==> src/rtl/clmul_div_8bit.sv <==
// clmul_div_8bit: sequential GF(2) polynomial divider, the inverse of an
// N x N carry-less multiplier. Produces quotient and remainder such that
//   dividend = clmul(quotient, divisor) XOR remainder.
// One bit position of the dividend is processed per cycle, from the top
// down, so every job takes exactly 2N-1 cycles whatever the divisor.
//
// Ports:
//   clk, rst        clock and synchronous active-high reset
//   in_valid/in_ready    request handshake (accepted only in IDLE)
//   dividend [2N-2:0]    dividend polynomial, bit k = coeff of x^k
//   divisor  [N-1:0]     divisor polynomial
//   out_valid/out_ready  result handshake (results held until taken)
//   quotient [2N-2:0]    quotient polynomial
//   remainder[N-2:0]     remainder, degree < deg(divisor)
//   div_by_zero          divisor was zero (quotient/remainder forced 0)
//   check_err            internal re-multiply disagreed with the dividend
//
// Build option: define CLMUL_DIV_CHECK_EN to add a carry-less multiplier
// that re-checks each result on entry to DONE. Without it check_err is 0.
// Latency is identical in both builds.
module clmul_div_8bit #(
  parameter int N = 8
) (
  input  logic             clk,
  input  logic             rst,
  input  logic             in_valid,
  output logic             in_ready,
  input  logic [2*N-2:0]   dividend,
  input  logic [N-1:0]     divisor,
  output logic             out_valid,
  input  logic             out_ready,
  output logic [2*N-2:0]   quotient,
  output logic [N-2:0]     remainder,
  output logic             div_by_zero,
  output logic             check_err
);

  localparam int DW = 2*N-1;
  localparam int CW = $clog2(DW);
  localparam int GW = $clog2(N);

  typedef enum logic [1:0] {IDLE, DIV, DONE} state_t;

  state_t          state, state_nxt;
  logic [DW-1:0]   r, q, r_nxt, q_nxt, d_ext;
  logic [N-1:0]    dsr;
  logic [CW-1:0]   idx, shift;
  logic [GW-1:0]   deg;
  logic            zero;
  logic            accept, last;

  // Position of the highest set bit; a zero input yields 0 and is handled
  // separately through the zero flag.
  function automatic logic [GW-1:0] degree(input logic [N-1:0] v);
    logic [GW-1:0] g;
    g = '0;
    for (int k = 0; k < N; k++) begin
      if (v[k]) g = k[GW-1:0];
    end
    return g;
  endfunction

  assign accept = (state == IDLE) && in_valid;
  assign last   = (idx == '0);
  assign d_ext  = {{(DW-N){1'b0}}, dsr};

  // State register
  always_ff @(posedge clk) begin
    if (rst) state <= IDLE;
    else     state <= state_nxt;
  end

  // Next-state logic
  always_comb begin
    state_nxt = state;
    unique case (state)
      IDLE:    if (in_valid)  state_nxt = DIV;
      DIV:     if (last)      state_nxt = DONE;
      DONE:    if (out_ready) state_nxt = IDLE;
      default:                state_nxt = IDLE;
    endcase
  end

  // One long-division step at position idx: cancel the leading term by
  // XORing in the divisor aligned so its top bit lands on idx.
  always_comb begin
    r_nxt = r;
    q_nxt = q;
    shift = idx - CW'(deg);
    if (!zero && (idx >= CW'(deg)) && r[idx]) begin
      r_nxt        = r ^ (d_ext << shift);
      q_nxt[shift] = 1'b1;
    end
  end

  // Working registers; they are only observable through the gated outputs,
  // so they carry no reset.
  always_ff @(posedge clk) begin
    if (accept) begin
      r    <= dividend;
      dsr  <= divisor;
      deg  <= degree(divisor);
      zero <= (divisor == '0);
      idx  <= CW'(DW-1);
      q    <= '0;
    end else if (state == DIV) begin
      r   <= r_nxt;
      q   <= q_nxt;
      idx <= idx - CW'(1);
    end
  end

`ifdef CLMUL_DIV_CHECK_EN
  logic [DW-1:0]     dvd;
  logic [DW+N-2:0]   prod;
  logic              mism, chk;

  function automatic logic [DW+N-2:0] clmul(input logic [DW-1:0] a,
                                            input logic [N-1:0]  b);
    logic [DW+N-2:0] p;
    logic [DW+N-2:0] ae;
    p  = '0;
    ae = {{(N-1){1'b0}}, a};
    for (int k = 0; k < N; k++) begin
      if (b[k]) p = p ^ (ae << k);
    end
    return p;
  endfunction

  always_ff @(posedge clk) begin
    if (accept) dvd <= dividend;
  end

  // Uses the values of the final step so the flag is ready with out_valid.
  always_comb begin
    prod = clmul(q_nxt, dsr) ^ {{(N-1){1'b0}}, r_nxt};
    mism = (prod != {{(N-1){1'b0}}, dvd});
  end

  always_ff @(posedge clk) begin
    if (rst)                         chk <= 1'b0;
    else if ((state == DIV) && last) chk <= mism && !zero;
  end

  assign check_err = (state == DONE) && chk;
`else
  assign check_err = 1'b0;
`endif

  // Output logic
  always_comb begin
    in_ready    = (state == IDLE);
    out_valid   = (state == DONE);
    div_by_zero = (state == DONE) && zero;
    quotient    = '0;
    remainder   = '0;
    if ((state == DONE) && !zero) begin
      quotient  = q;
      remainder = r[N-2:0];
    end
  end

endmodule

==> config.mk <==
export PLATFORM = sky130hd
export DESIGN_NAME = clmul_div_8bit
export DESIGN_NICKNAME = d
export VERILOG_FILES = /design/src/rtl/clmul_div_8bit.sv
export SDC_FILE = /design/constraint.sdc
export NUM_CORES = 1
export LEC_CHECK = 0
export CORE_ASPECT_RATIO = 0.6
export CORE_UTILIZATION = 50
export DETAILED_ROUTE_END_ITERATION = 16
export HOLD_SLACK_MARGIN = 0.15
export PLACE_DENSITY = 0.73
export SLEW_MARGIN = 0
export SYNTH_ARGS = -nofsm -noshare
export SYNTH_HDL_FRONTEND = slang
export SYNTH_SLANG_ARGS = --single-unit
==> constraint.sdc <==
create_clock -name clk -period 3.7 [get_ports clk]
set_clock_uncertainty 0.05 [all_clocks]
set_input_delay 0.74 -clock clk [delete_from_list [all_inputs] [get_ports clk]]
set_output_delay 0.74 -clock clk [all_outputs]
set_load 0.05 [all_outputs]
# Yosys cells after proc, flatten, opt, wreduce, memory -nomap -nowiden
# Cells that the tools add are included.
[classes]
add_sub_neg = 2
multipliers = 0
div_mod_pow = 0
order_cmp = 4
eq_ne = 5
shifts = 1
mux = 19
bitwise = 2
n_reduce_logical = 17
[ops]
columns = ["cell", "n"]
rows = [
  ["15-bit 2-to-1 mux", 4],
  ["15-bit OR", 1],
  ["8-bit by 4-bit left shift with 15-bit output", 1],
  ["15-bit XOR", 1],
  ["4-bit by 5-bit less-than comparator with 1-bit output, second input constant", 2],
  ["2-bit 2-to-1 mux", 5],
  ["8-bit zero test", 1],
  ["7-bit 2-to-1 mux", 1],
  ["1-bit logical AND", 6],
  ["3-bit 2-to-1 mux", 2],
  ["2-bit one-hot mux with 3 select lines", 1],
  ["1-bit binary-select mux with 4-bit select", 1],
  ["1-bit demux with 4-bit select", 1],
  ["4-bit by 1-bit >= comparator with 1-bit output, second input constant", 1],
  ["4-bit by 3-bit >= comparator with 1-bit output", 1],
  ["4-bit zero test", 1],
  ["1-bit 2-to-1 mux", 4],
  ["2-bit inequality test, second input constant", 2],
  ["2-bit AND reduction", 2],
  ["2-bit nonzero test", 2],
  ["4-bit OR reduction", 1],
  ["4-bit by 1-bit subtractor with 4-bit output, second input constant", 1],
  ["4-bit by 3-bit subtractor with 4-bit output", 1],
  ["3-bit AND reduction", 1],
  ["6 further kinds", 6],
]
[totals]
reg_bits = 48
latchBits = 0
ram_bits = 0
romBits = 0
out_inout_bits = 26
elab_cells = 59
mem_count = 0

# Depth between registers and ports, before layout
# Gate-level depths: netlist of the first run.
[logic_depth]
word_depth = 6
mapped_depth = 12

# Worst setup path after synthesis of the first run
# OpenSTA, ideal clock, no wires.
[synth_timing]
path_type = "reg2reg"
startpoint = "register idx[0]"
endpoint = "register r[12], data pin"
setup_ns = 0.268
arrival_time_ns = 2.529
t_required_ns = 3.382
slack_ns = 0.853
stages_incl_launch_ff = 12
n_path_buf = 2
synth_period_minus_slack_ns = 2.847
path_cell_list = "dfxtp_1 > buf_2 > inv_1 > ha_1 > inv_1 > fa_1 > buf_2 > mux4_2 > mux2i_1 > a21oi_1 > a311oi_1 > o31ai_1"
[synth_via]
elab_chain_len = 6
[synth_lines]
columns = ["element", "line_no", "rtl"]
rows = [
  ["from (decl)", "47", "logic [CW-1:0] idx, shift;"],
  ["from (signal assigned)", "104", "idx <= CW'(DW-1);"],
  ["from (signal assigned)", "109", "idx <= idx - CW'(1);"],
  ["4-bit by 3-bit subtractor with 4-bit output", "89", "shift = idx - CW'(deg);"],
  ["8-bit by 4-bit left shift with 15-bit output", "91", "r_nxt = r ^ (d_ext << shift);"],
  ["15-bit XOR", "91", ""],
  ["15-bit 2-to-1 mux", "90", "if (!zero && (idx >= CW'(deg)) && r[idx]) begin"],
  ["15-bit 2-to-1 mux", "106", "end else if (state == DIV) begin"],
  ["15-bit 2-to-1 mux", "99", "if (accept) begin"],
  ["to (signal assigned)", "100", "r <= dividend;"],
  ["to (signal assigned)", "107", "r <= r_nxt;"],
  ["to (decl)", "45", "logic [DW-1:0] r, q, r_nxt, q_nxt, d_ext;"],
]
# Every way passes these cells. The select of a mux whose other input is x is not followed.
# A chain may end at the register's enable or synchronous reset.

# Final worst setup path of the first run
[layout_timing]
startpoint = "register idx[0]"
endpoint = "register r[2], data pin"
# The elaborated chain is that of the path after synthesis.

==> results of run 1 <==
## worst reg2reg max path, stage by stage (launching register included)
cell     delay [ps]
dfxtp_1         550
inv_1           140
ha_1            230
inv_1            70
fa_1            610
nor2_1          380
a22oi_1         250
nor4_1          610
xnor2_1         180
o21ai_0          80
## stage by stage
| step | util | cell area (um^2) |
|---|---|---|
| after CTS | 0.649 | 3670 |
| after floorplan | - | 2960 |
| after global routing | 0.649 | 3670 |
| final | 0.649 | 3670 |
| after global placement | 0.627 | 3540 |
| after detailed placement | 0.627 | 3540 |
## path summary, 6_finish.rpt
kind / end / slack (ps) / cells after the start
max: r[2]$_DFFE_PP_ / 330 / 9
min: q[14]$_SDFFE_PP0P_ / 400 / 2
max reg2reg: r[2]$_DFFE_PP_ / 330 / 9
min reg2reg: q[14]$_SDFFE_PP0P_ / 400 / 2
## logic make-up (layout without fill, tap and decap cells)
kind of cell / Yosys count / count (layout) / share of synthesized area
AOI/OAI and AO/OA: 61 / 61 / 0.150
xor gates and xnor gates: 12 / 12 / 0.0355
adders and majority gates: 5 / 5 / 0.0237
buffers and inverters: 31 / 78 / 0.0465
DFF: 48 / 48 / 0.416
muxes: 18 / 18 / 0.0955
other: 1 / 1 / 0.00127
and+or+nand+nor: 130 / 130 / 0.232
## synth_stat cells, types with 3 or more instances
| master | n | share of area |
|---|---|---|
| a21oi_1 | 9 | 0.015 |
| a22o_1 | 8 | 0.024 |
| and2_1 | 24 | 0.051 |
| and3b_1 | 3 | 0.0089 |
| buf_2 | 8 | 0.014 |
| clkbuf_1 | 10 | 0.013 |
| dfxtp_1 | 21 | 0.14 |
| edfxtp_1 | 27 | 0.27 |
| ha_1 | 4 | 0.017 |
| inv_1 | 10 | 0.013 |
| mux2i_1 | 8 | 0.027 |
| mux4_2 | 8 | 0.061 |
| nand2_1 | 32 | 0.041 |
| nand2b_1 | 5 | 0.011 |
| nand3_1 | 5 | 0.0084 |
| nand4_1 | 9 | 0.019 |
| nor2_1 | 20 | 0.025 |
| nor2b_1 | 3 | 0.0063 |
| nor3_1 | 12 | 0.020 |
| nor4_1 | 5 | 0.011 |
| o211ai_1 | 5 | 0.013 |
| o21a_1 | 3 | 0.0076 |
| o21ai_0 | 12 | 0.020 |
| o21ai_1 | 5 | 0.0084 |
| o31ai_1 | 4 | 0.010 |
| or3_1 | 4 | 0.0084 |
| xnor2_1 | 7 | 0.021 |
| xor2_1 | 5 | 0.015 |
## flip-flops by register name, summed over array words and instances (netlist names)
name / flops
deg: 3
dsr: 8
idx: 4
q: 15
r: 15
state: 2
zero: 1
## area by class of cell
class                      count  share of cell area
clock inverter                 1             0.00239
sequential                    48               0.336
tap                           80              0.0273
clock buffer                   7              0.0324
inverter                      10              0.0102
timing repair buffer          60               0.158
multi-input combinational    227               0.434
## per-layer routing
layer,vias to the layer above,global-route usage
met5,-,0
met4,0,0.0538
met3,6,0.0454
met2,84,0.364
met1,1199,0.357
li1,1213,-
## where the power goes
group / switching [uW] / internal (uW)
clock network: 185 / 218
logic: 584 / 442
registers: 93.7 / 681
total: 863 / 1340
==> flow_metrics.py, run 1 <==
metrics = {
    "worst_setup_path": {
        "crit_chain": "inv_1, ha_1, inv_1, fa_1, nor2_1, a22oi_1, nor4_1, xnor2_1, o21ai_0",
        "critical-path-top-delay-family": "simple AND/OR/NAND/NOR gates",
        "worstPathRequired_ps": 3710,
        "critical-path-max-stage-delay_ps": 610,
        "cp_num_buf_inv": 2,
        "setup.worst_path.end_class": "register",
        "critPathKind": "register to register",
        "r2r-start": "idx[0]$_SDFFE_PP0P_",
        "cp.arrival_ps": 3370,
        "crit_start": "idx[0]$_SDFFE_PP0P_",
        "crit_fanout": 12,
        "cp-start-kind": "register",
        "critical-path-slowest-cell": "fa_1",
        "cp_common_cell": "inv_1",
    },
    "routing": {
        "wl_met3_um": 489,
        "drtAntennaViolNets": 0,
        "viasPerCell": 5.78,
        "drt-pass1-iter-count": 5,
        "wl_mm": 7.14,
        "drt-met1-wl_mm": 3.59,
        "first_iter_violations": 190,
        "routed.top_layer": "met4",
        "routed-wl-met2_mm": 3.04,
        "wl_per_cell_um": 16.5,
        "drc_errors": 0,
        "via_count": 2502,
    },
    "clock_network": {
        "ctsHtreeMaxLevel": 2,
        "cts_tree": "yes",
        "postCtsSetupBuffers": 0,
        "cts_hold_buf": 0,
        "cts_num_sinks": 48,
        "cts_root_buf": "clkbuf_8",
        "path_clk_slew_ps": 100,
        "post_cts_resized": 0,
        "cts_buffer_depth": 2,
        "numCtsBuffers": 5,
        "clk_latency_ps": 300,
    },
    "sta": {
        "fin_hold_ws_ps": 400,
        "finalCriticalPeriod_ps": 3370,
        "slew_headroom": 0.466,
        "grt_setup_unrepaired": "false",
        "setup_tns_ps": 0,
        "setup_ws_ps": 331,
        "max_slew.worst_pin.slew_ps": 798,
        "fin_crit_sh": 0.911,
        "setup_viol_count_final": 0,
        "max_freq_ghz": 0.297,
        "hold_viol": 0,
        "drv_slew": 0,
    },
    "layout": {
        "insertedDiodeCount": 0,
        "layout_common_cells": "clkdlybuf4s50_1, nand2_1, edfxtp_1",
        "fillers": 459,
        "area_delta_synth_final_pct": 23.8,
        "final_common_cell": "clkdlybuf4s50_1",
        "stdcell_count": 433,
        "final_nets": 384,
        "layout-drive-gt1-share": 0.0907,
        "seq_area_um2": 1230,
        "multi_input_area_um2": 1590,
    },
    "power": {
        "ir_drop_v": 0.000256,
        "p_per_area_nw_per_um2": 601,
        "p_leak_uw": 0.00137,
        "finalPower_uw": 2200,
    },
    "grt": {
        "grt_pass1_vias": 2208,
        "antenna_found_initial": 0,
        "grt_pass1_wl_mm": 11.1,
        "grtUsageTotal": 0.240,
        "overflow": 0,
        "grt_max_degree": 27,
    },
    "hold_path": {
        "hp-class": "register to register",
        "worstHoldStart": "q[14]$_SDFFE_PP0P_",
    },
    "floorplanning": {
        "num_rows": 21,
        "io_pins": 53,
        "core_um2": 5650,
        "die_area_um2": 6240,
        "initial_core_util": 0.524,
        "die_h_um": 61.6,
        "die_w_um": 101,
    },
    "status": {
        "status": "completed",
    },
    "synth": {
        "yosys_register_bits": 48,
        "netlist_instances": 306,
        "synth-main-ff-cell": "edfxtp_1",
        "ys_async_sr_fraction": 0,
        "synth_nets": 338,
        "synth.avg_cell_area_um2": 9.68,
        "synthesis.area_um2": 2960,
        "synth_cell_types": 53,
        "ys_warn_count": 0,
        "yosysSeqAreaShare": 0.416,
        "synth_edf_count": 27,
    },
    "placed_design": {
        "place_ws_ps": 374,
        "dp_hpwl_mm": 5.35,
        "place_inst": 425,
        "gp_congestion": 0.910,
        "io_buffers": 51,
    },
    "job": {
        "drv_cap": 0,
    },
}
Power figures use the tool's default switching activity.
==> run 2, diff against run 1 <==
TNS_END_PERCENT = 10   (was not set)
==> results of run 2 <==
Same layout as run 1: the final DEF is identical, and so are final timing and power.
